--- src/rtl/control_sequencer.sv ---
// Five-stage (IF/ID/EX/MEM/WB) control sequencer for the AVR-subset core; latches decoder fields in IF
// and drives register-file / memory strobes from state only. Optional MEM timeout: CONTROL_MEM_TIMEOUT_EN.

`ifndef OPCODE_COUNT
  `define OPCODE_COUNT 8
  `define TYPE_ADD  0
  `define TYPE_SUB  1
  `define TYPE_LDI  2
  `define TYPE_LDS  3
  `define TYPE_LD_Y 4
  `define TYPE_STS  5
  `define TYPE_MOV  6
  `define TYPE_NOP  7
`endif
`ifndef GROUP_COUNT
  `define GROUP_COUNT 2
  `define GROUP_ALU        0
  `define GROUP_ALU_TWO_OP 1
`endif
`ifndef STAGE_COUNT
  `define STAGE_COUNT 5
  `define STAGE_IF  0
  `define STAGE_ID  1
  `define STAGE_EX  2
  `define STAGE_MEM 3
  `define STAGE_WB  4
`endif
`ifndef SIGNAL_COUNT
  `define SIGNAL_COUNT 6
  `define CONTROL_RR_READ   0
  `define CONTROL_RD_READ   1
  `define CONTROL_RR_WRITE  2
  `define CONTROL_MEM_READ  3
  `define CONTROL_MEM_WRITE 4
  `define CONTROL_RD_WRITE  5
`endif

module control_sequencer #(
  parameter int MEM_TIMEOUT = 16,
  parameter int CNT_W       = $clog2(MEM_TIMEOUT + 1)
) (
  input  logic                       clk,
  input  logic                       rst_n,
  input  logic                       instr_valid,
  input  logic [`OPCODE_COUNT-1:0]   opcode_type,
  input  logic [`GROUP_COUNT-1:0]    opcode_group,
  input  logic                       stall,
  input  logic                       mem_ready,
  output logic [`STAGE_COUNT-1:0]    pipeline_stage,
  output logic [`SIGNAL_COUNT-1:0]   signals,
  output logic                       instr_done,
  output logic                       busy,
  output logic                       mem_error
);

  if (MEM_TIMEOUT < 1 || CNT_W < 1) begin : g_bad_cfg
    $error("control_sequencer: MEM_TIMEOUT must be at least 1");
  end

  typedef enum logic [2:0] {
    S_IDLE = 3'd0,
    S_IF   = 3'd1,
    S_ID   = 3'd2,
    S_EX   = 3'd3,
    S_MEM  = 3'd4,
    S_WB   = 3'd5
  } state_t;

  state_t                     r_state;
  state_t                     w_next;
  logic [`OPCODE_COUNT-1:0]   r_type;
  logic [`GROUP_COUNT-1:0]    r_group;
  logic                       w_is_mem;
  logic                       w_mem_done;
  logic                       w_abort;
  logic                       w_unused_type;

  assign w_is_mem = r_type[`TYPE_LDS] | r_type[`TYPE_LD_Y] | r_type[`TYPE_STS];
  // Opcode types that never steer a strobe on their own; ALU ops are recognised by group.
  assign w_unused_type = ^{r_type[`TYPE_ADD], r_type[`TYPE_SUB], r_type[`TYPE_NOP]};

`ifdef CONTROL_MEM_TIMEOUT_EN
  logic [CNT_W-1:0] r_wait_cnt;
  logic             r_abort;
  logic             r_mem_error;
  logic             w_timeout;

  // Ready in the final cycle wins over the timeout.
  assign w_timeout  = (r_state == S_MEM) && w_is_mem && !mem_ready &&
                      (r_wait_cnt == CNT_W'(MEM_TIMEOUT - 1));
  assign w_mem_done = !w_is_mem || mem_ready || w_timeout;
  assign w_abort    = r_abort;
  assign mem_error  = r_mem_error;

  always_ff @(posedge clk or negedge rst_n) begin
    if (!rst_n) begin
      r_wait_cnt  <= '0;
      r_abort     <= 1'b0;
      r_mem_error <= 1'b0;
    end else begin
      if (r_state == S_EX) begin
        r_wait_cnt <= '0;
      end else if (r_state == S_MEM && w_is_mem && !mem_ready &&
                   r_wait_cnt != CNT_W'(MEM_TIMEOUT)) begin
        r_wait_cnt <= r_wait_cnt + CNT_W'(1);
      end
      // WB always directly follows MEM, so the last MEM cycle decides abort.
      if (r_state == S_MEM) begin
        r_abort <= w_timeout;
      end
      if (w_timeout) begin
        r_mem_error <= 1'b1;
      end
    end
  end
`else
  assign w_mem_done = !w_is_mem || mem_ready;
  assign w_abort    = 1'b0;
  assign mem_error  = 1'b0;
`endif

  always_ff @(posedge clk or negedge rst_n) begin
    if (!rst_n) begin
      r_state <= S_IDLE;
      r_type  <= '0;
      r_group <= '0;
    end else begin
      r_state <= w_next;
      if (r_state == S_IF) begin
        r_type  <= opcode_type;
        r_group <= opcode_group;
      end
    end
  end

  always_comb begin
    w_next = r_state;
    case (r_state)
      S_IDLE:  if (instr_valid) w_next = S_IF;
      S_IF:    w_next = S_ID;
      S_ID:    if (!stall) w_next = S_EX;
      S_EX:    w_next = S_MEM;
      S_MEM:   if (w_mem_done) w_next = S_WB;
      S_WB:    w_next = instr_valid ? S_IF : S_IDLE;
      default: w_next = S_IDLE;
    endcase
  end

  // Outputs depend only on registered state and the opcode latch.
  always_comb begin
    pipeline_stage = '0;
    signals        = '0;
    instr_done     = 1'b0;
    busy           = (r_state != S_IDLE);
    case (r_state)
      S_IF:  pipeline_stage[`STAGE_IF] = 1'b1;
      S_ID: begin
        pipeline_stage[`STAGE_ID] = 1'b1;
        signals[`CONTROL_RR_READ] = r_group[`GROUP_ALU_TWO_OP] | r_type[`TYPE_STS] |
                                    r_type[`TYPE_MOV] | r_type[`TYPE_LD_Y];
        signals[`CONTROL_RD_READ] = r_group[`GROUP_ALU] | r_type[`TYPE_LD_Y];
      end
      S_EX:  pipeline_stage[`STAGE_EX] = 1'b1;
      S_MEM: begin
        pipeline_stage[`STAGE_MEM]  = 1'b1;
        signals[`CONTROL_MEM_READ]  = r_type[`TYPE_LDS] | r_type[`TYPE_LD_Y];
        signals[`CONTROL_MEM_WRITE] = r_type[`TYPE_STS];
      end
      S_WB: begin
        pipeline_stage[`STAGE_WB] = 1'b1;
        instr_done                = 1'b1;
        signals[`CONTROL_RD_WRITE] = (r_group[`GROUP_ALU] | r_type[`TYPE_LDI] | r_type[`TYPE_LDS] |
                                      r_type[`TYPE_LD_Y] | r_type[`TYPE_MOV]) & !w_abort;
      end
      default: ;
    endcase
  end

endmodule

--- config.mk ---
export PLATFORM = sky130hd
export DESIGN_NAME = control_sequencer
export DESIGN_NICKNAME = d
export VERILOG_FILES = /design/src/rtl/control_sequencer.sv
export SDC_FILE = /design/constraint.sdc
export NUM_CORES = 1
export LEC_CHECK = 0
export ABC_AREA = 1
export BUFFER_PORTS_ARGS = -buffer_cell sky130_fd_sc_hd__buf_2
export CAP_MARGIN = 20
export CORE_MARGIN = 4
export CORE_UTILIZATION = 38
export DETAILED_ROUTE_END_ITERATION = 16
export PLACE_DENSITY = 0.71
export SLEW_MARGIN = 15
export SYNTH_ARGS = -nofsm -noshare
export SYNTH_HDL_FRONTEND = slang
export SYNTH_SLANG_ARGS = --single-unit
--- constraint.sdc ---
create_clock -name clk -period 1 [get_ports clk]
set_input_delay 0.05 -clock clk [delete_from_list [all_inputs] [get_ports clk]]
set_output_delay 0.05 -clock clk [all_outputs]
set_load 0.05 [all_outputs]
==> run summary, run 1 <==
failing checks -> negative setup slack
synthesized area -> 567 µm²
CTS buffer count -> 3
area of the multi-input gates -> 349 µm²
CTS tree -> done
run status -> finished, violations left
WL/cell -> 16.7 µm
TNS Setup -> -7450 ps
setup ws final -> -454 ps
PortBufs -> 23
Reg area -> 253 µm²
P per Cell Area -> 3680 nW/µm²
worst min-delay path class -> primary input to async pin
hold_ws -> 144 ps
die width -> 46.6 µm
GPL Wtd Cong -> 0.712
vias in the first global route -> 711
Slew Viols, Final -> 0
Initial DRC Count -> 19
number of synthesized flops with an enable pin -> 0
number of vias per cell -> 5.00
Finished Layout Cells -> 149
DR vias -> 745
fmax -> 688 MHz
drt first pass iters -> 4
crit end category -> primary output
Max FO, Critical Path -> 3
fillers -> 46
CP delay by family, top -> buffers and inverters
core outline area -> 1350 µm²
Cells after Synth -> 73
largest cells by area after synthesis -> dfrtp_1 (44%), nand2_1 (13%), inv_1 (6.0%)
total of max-cap violations -> 0
row count -> 13
initial antenna violation count -> 0
CP max-delay cell -> dfrtp_2
Simple-Gate Fraction of Synth Area -> 0.313
Seq/Total Area, Yosys -> 0.442
post-synth top area cell -> dfrtp_1
Avg Inst Size Synth -> 7.76 µm²
Die ar. -> 2170 µm²
combinational family with the most area after synthesis -> simple AND/OR/NAND/NOR gates
clk slew on worst S/H paths -> 80 ps
Sink Count -> 10
fin area -> 1260 µm²
largest net degree at the start of global routing -> 11
crit-path max cell delay -> 450 ps
n_diodes -> 0
Main synth FF type -> dfrtp_1
drt drc -> 0
first-pass GRT wire length -> 3080 µm
area grow syn2layout -> 123%
Post-Synth Adder-Cell Area -> 0
placed insts -> 125
share of the synthesized area in the top cell type -> 0.442
post-synthesis register bit count -> 10
Max Root-Sink Buffers -> 2
wirelength, routed -> 2500 µm
io pins -> 29
Post-Synth XOR/XNOR Area -> 0
Final Skew -> 10.9 ps
mux cell area share after synthesis -> 0
Worst Path Buf+Inv -> 3
final net count -> 150
endpoints failing hold -> 0
remaining antenna violation count -> 0
Tcrit/Tclk final -> 1.45
Worst VDD drop -> 2.41 mV
yosys warns -> 0
Placed Area -> 861 µm²
count leader, synth -> nand2_1
kind of critical path -> flop to primary output
CP required -> 950 ps
aggregate global-route resource usage -> 0.203
static leakage -> 0.623 nW
Period minus WS final -> 1450 ps
H-tree Lvls -> 1
RSZ-0062 raised after global routing -> true
clk_lat worst skew -> 290 ps
CTS root buffer -> clkbuf_4
Worst setup SP type -> flop
grt total ovfl -> 0
Compound-Gate Fraction of Synth Area -> 0.0993
WP data arrival -> 1400 ps
Post-synth top cells -> nand2_1 (20), dfrtp_1 (10), inv_1 (9)
total power -> 4.65 mW
async set or reset register ratio after synthesis -> 1.00
final setup vio count -> 22
die outline height -> 46.6 µm
layout cells sized above 1 -> 0.687
crit-path cells -> inv_2, nand3_1, buf_4, a21oi_4, buf_6
Synth cell types -> 17
Starting Density -> 0.420
dpl hpwl -> 1160 µm
## placed cells by master (no fill, tap or decap), types with 5 or more instances in the layout
master / n
buf_4: 16
inv_1: 5
dlygate4sd3_1: 8
buf_6: 19
o21ai_2: 5
buf_2: 12
buf_8: 5
dfrtp_1: 8
nand2_1: 10
nand2_2: 11
## worst reg2reg max path: cells and delay by family (launching register included)
family | cells | cell delay (ps)
buffers and inverters | 4 | 450
flip-flops | 1 | 450
AND/OR/NAND/NOR | 5 | 350
## worst paths after layout
path                       depth (start not counted)              startpoint                     end  slack, ps
max                                                5  r_state[0]$_DFFE_PN0P_              signals[1]       -450
min                                                2                   rst_n   r_type[3]$_DFFE_PN0P_        140
max reg2reg                                        9  r_state[0]$_DFFE_PN0P_  r_state[0]$_DFFE_PN0P_       -350
min reg2reg                                        2   r_type[2]$_DFFE_PN0P_   r_type[2]$_DFFE_PN0P_        510
max in group asynchronous                          2                   rst_n  r_state[1]$_DFFE_PN0P_        620
min in group clk                                   5               mem_ready  r_state[0]$_DFFE_PN0P_        150
## state kept, by name, summed over array words and instances, names as in the netlist
name     flops
r_type       5
r_state      3
r_group      2
## cells by family after synthesis
family / Yosys count
AO/OA/AOI/OAI: 9
flip-flops: 10
AND/OR/NAND/NOR: 37
other: 1
buffers and inverters: 16
## repair_timing
item	in CTS	in global routing
endpoints found under the setup margin	22	22
resized for setup	35	30
setup buffers	6	7
hold buffers	8	0
hold endpoints to repair	17	0
pin swaps	2	9
## stage by stage
stage	util	worst slack, ps
2_1_floorplan	-	-462
3_3_place_gp	0.638	-233
5_1_grt	0.936	-497
6_report	0.936	-454
4_1_cts	0.840	-380
3_5_place_dp	0.638	-238
## final cells by class
type                    instances  share of cell area
multi-input cells              48               0.276
clock buffers                   4              0.0287
repair buffers                 60               0.435
inverters                      12              0.0455
well taps                      15              0.0149
flip-flops and latches         10               0.200
## where the power goes
group | total [mW] | switching, mW | internal (mW)
sequential | 0.839 | 0.229 | 0.610
clock | 0.399 | 0.177 | 0.222
combinational | 3.41 | 1.87 | 1.54
total | 4.65 | 2.27 | 2.37
## routing by layer
| metal | track usage | wire length, µm | part of all wire | vias to the layer above |
|---|---|---|---|---|
| met5 | 0 | 0 | 0 | - |
| met1 | 0.232 | 1050 | 0.42 | 360 |
| met4 | 0.0829 | 61 | 0.024 | 0 |
| met2 | 0.368 | 1220 | 0.49 | 29 |
| li1 | - | - | - | 348 |
| met3 | 0.0352 | 160 | 0.064 | 8 |
Power figures use the tool's default switching activity.
==> inputs of run 2 (changes only) <==
==> constraint.sdc (replaced) <==
create_clock -name clk -period 1 [get_ports clk]
set_input_delay 0.05 -clock clk [delete_from_list [all_inputs] [get_ports clk]]
set_output_delay 0.05 -clock clk [all_outputs]
set_load 0.1 [all_outputs]
==> run summary, run 2 <==
run status -> did not finish
Failed at -> 4_1_cts
Err -> [ERROR DPL-0033] detailed placement checks failed during check placement.
Cells after Synth -> 73 (unchanged)
post-synthesis register bit count -> 10 (unchanged)
PortBufs -> 23 (unchanged)
CTS root buffer -> clkbuf_4
Synth cell types -> 17 (unchanged)
yosys warns -> 0 (unchanged)
Sink Count -> 10 (unchanged)
Starting Density -> 0.420 (unchanged)
count leader, synth -> nand2_1
PostCTS Resize Cnt -> 31 (-11%)
io pins -> 29 (unchanged)
H-tree Lvls -> 1 (unchanged)
Post-CTS Hold Buffers -> 8 (unchanged)
Max Root-Sink Buffers -> 2 (unchanged)
post-synth top area cell -> dfrtp_1
share of the synthesized area in the top cell type -> 0.442 (unchanged)
setup bufs post-CTS -> 10 (+4)
GPL Wtd Cong -> 0.796 (+12%)
dpl hpwl -> 1170 µm (+1.0%)
async set or reset register ratio after synthesis -> 1.00 (unchanged)
Post-synth top cells -> nand2_1 (20), dfrtp_1 (10), inv_1 (9)
die width -> 46.6 µm (unchanged)
row count -> 13 (unchanged)
die outline height -> 46.6 µm (unchanged)
CTS buffer count -> 3 (unchanged)
synthesized area -> 567 µm² (unchanged)
Avg Inst Size Synth -> 7.76 µm² (unchanged)
Seq/Total Area, Yosys -> 0.442 (unchanged)
number of synthesized flops with an enable pin -> 0 (unchanged)
Main synth FF type -> dfrtp_1
largest cells by area after synthesis -> dfrtp_1 (44%), nand2_1 (13%), inv_1 (6.0%)
-- run 2: cell counts after synthesis --
Identical to the previous run, type by type.
-- run 2: cells by family after synthesis --
group / share of synthesized area
compound gates: 0.0993
buf+inv: 0.139
flops: 0.442
simple gates: 0.313
other cells: 0.00662
-- run 2: metrics by stage --
step                      cells  setup slack (ps)  instance area, µm²  TNS [ps]
after detailed placement    118              -207                1010     -1960
after global placement      118              -181                1010     -1630
after floorplan              74             -1040                 662     -8690
==> inputs of run 3 (changes only) <==
Settings changed: CORE_AREA set to 4 4 65 67, CORE_MARGIN 4 to not set, CORE_UTILIZATION 38 to not set, DIE_AREA set to 0 0 69 71, PLACE_DENSITY 0.71 to not set, PLACE_DENSITY_LB_ADDON set to 0.15.
Clock period 1 ns to 1.3 ns, I/O delays scaled along.
==> run summary, run 3 (synthesized netlist as in run 1, its figures left out) <==
run status -> finished, violations left
failing checks -> negative setup slack
largest net degree at the start of global routing -> 12
CTS buffer count -> 3 (unchanged)
Sink Count -> 10 (unchanged)
worst hold start -> opcode_type[2]
final net count -> 131
most frequent cells in the layout -> nand2_1 (18), buf_12 (12), buf_4 (12), buf_2 (11), dfrtp_1 (8)
total of max-cap violations -> 0
Top reg by flops -> r_type
TNS Setup -> -376 ps
drt drc -> 0
RSZ-0062 raised after global routing -> true
Final Skew -> 3.65 ps
Largest regs -> r_type (5), r_state (3), r_group (2)
R2R setup slack -> 110 ps
grt total ovfl -> 0
Initial DRC Count -> 13
CTS tree -> done
io pins -> 29 (unchanged)
hold_ws -> 22.8 ps
wirelength, routed -> 1670 µm
worst min-delay path class -> primary input to flop
Period minus WS final -> 1370 ps
commonest non-fill, non-tap cell in the layout -> nand2_1
reg2reg end -> r_type[2]$_DFFE_PN0P_
GPL Wtd Cong -> 0.678 (-15%)
first-pass GRT wire length -> 2620 µm
layout cells sized above 1 -> 0.600
PortBufs -> 23 (unchanged)
Worst setup SP type -> flop
fin area -> 1200 µm²
row count -> 22 (+9)
die width -> 69 µm (+48%)
dpl hpwl -> 1250 µm (+6.7%)
pre-CTS setup slack -> 54.5 ps (+261 ps)
kind of critical path -> flop to primary output
area grow syn2layout -> 112%
die outline height -> 71 µm (+52%)
Max Root-Sink Buffers -> 2 (unchanged)
initial antenna violation count -> 0
clk_lat worst skew -> 240 ps
core outline area -> 3630 µm²
endpoints failing hold -> 0
Tcrit/Tclk final -> 1.05
H-tree Lvls -> 1 (unchanged)
crit-path cells -> nor3_4, inv_2, nor2_4, buf_12
Die ar. -> 4900 µm²
final setup vio count -> 9
CP required -> 1240 ps
Starting Density -> 0.156 (-0.264)
setup ws final -> -67.7 ps
clk slew on worst S/H paths -> 50 ps
WP data arrival -> 1300 ps
reg2reg start -> r_state[1]$_DFFE_PN0P_
met3 usage -> 0.0398
n_diodes -> 0
vias in the first global route -> 555
remaining antenna violation count -> 0
aggregate global-route resource usage -> 0.0675
Worst Hold Depth -> 3
Max FO, Critical Path -> 6
DR vias -> 592
crit-path max cell delay -> 470 ps
WL/cell -> 10.3 µm
WHS Endpoint -> r_type[2]$_DFFE_PN0P_
CP delay by family, top -> flip-flops
M2 GR Usage -> 0.0964
crit end category -> primary output
Worst Path Buf+Inv -> 2
drt first pass iters -> 4
met1 Use GR -> 0.0854
depth of the most critical reg-to-reg path -> 6
Placed Area -> 1010 µm² (+0.62%)
GR peak layer -> met2
fmax -> 731 MHz
CP max-delay cell -> dfrtp_2
CTS root buffer -> clkbuf_8
Slew Viols, Final -> 0
number of vias per cell -> 3.63
Largest register FFs -> 5
-- run 3: worst register-to-register path: cells and delay by family, from the launching register on --
kind | cells | cell delay, ps
flops | 1 | 470
buf+inv | 3 | 400
simple gates | 3 | 210
-- run 3: cell type report --
| type | count | area (µm²) |
|---|---|---|
| Clock buffer | 4 | 55.1 |
| Fill cell | 397 | 2430 |
| Inverter | 12 | 67.6 |
| Multi-Input combinational cell | 48 | 314 |
| Sequential cell | 10 | 253 |
| Tap cell | 48 | 60.1 |
| Timing Repair Buffer | 41 | 452 |
-- run 3: worst max path at each step --
| stage | start | to | slack [ps] | cells after the start |
|---|---|---|---|---|
| 3_3_place_gp | r_state[0]$_DFFE_PN0P_ | pipeline_stage[4] | 60 | 5 |
| 6_report | r_state[1]$_DFFE_PN0P_ | signals[3] | -70 | 4 |
| 2_1_floorplan | r_state[0]$_DFFE_PN0P_ | signals[3] | -760 | 3 |
| 4_1_cts | r_state[1]$_DFFE_PN0P_ | signals[5] | -70 | 4 |
| 3_5_place_dp | r_state[0]$_DFFE_PN0P_ | instr_done | 50 | 5 |
| 5_1_grt | r_state[0]$_DFFE_PN0P_ | signals[4] | -120 | 5 |
-- run 3: per-stage QoR --
| stage | instances | util |
|---|---|---|
| floorplan | 74 | - |
| global placement | 148 | 0.279 |
| detailed placement | 148 | 0.279 |
| CTS | 157 | 0.314 |
| global route | 163 | 0.331 |
| finish | 163 | 0.331 |
-- run 3: what timing repair did --
item / CTS / global route
hold buffers: 1 / 0
hold endpoints to repair: 10 / 0
setup buffers: 4 / 6
setup endpoints to repair: 10 / 11
pin swaps: 4 / 2
gates resized for setup: 10 / 4
-- run 3: per-layer routing --
layer / routed length [µm] / vias up
met5: 0 / -
met2: 784 / 19
li1: - / 307
met4: 12 / 0
met1: 761 / 264
met3: 115 / 2
Power of run 3 is not shown: default switching activity piles up to over one toggle a cycle in this logic, so the estimate is an artifact.
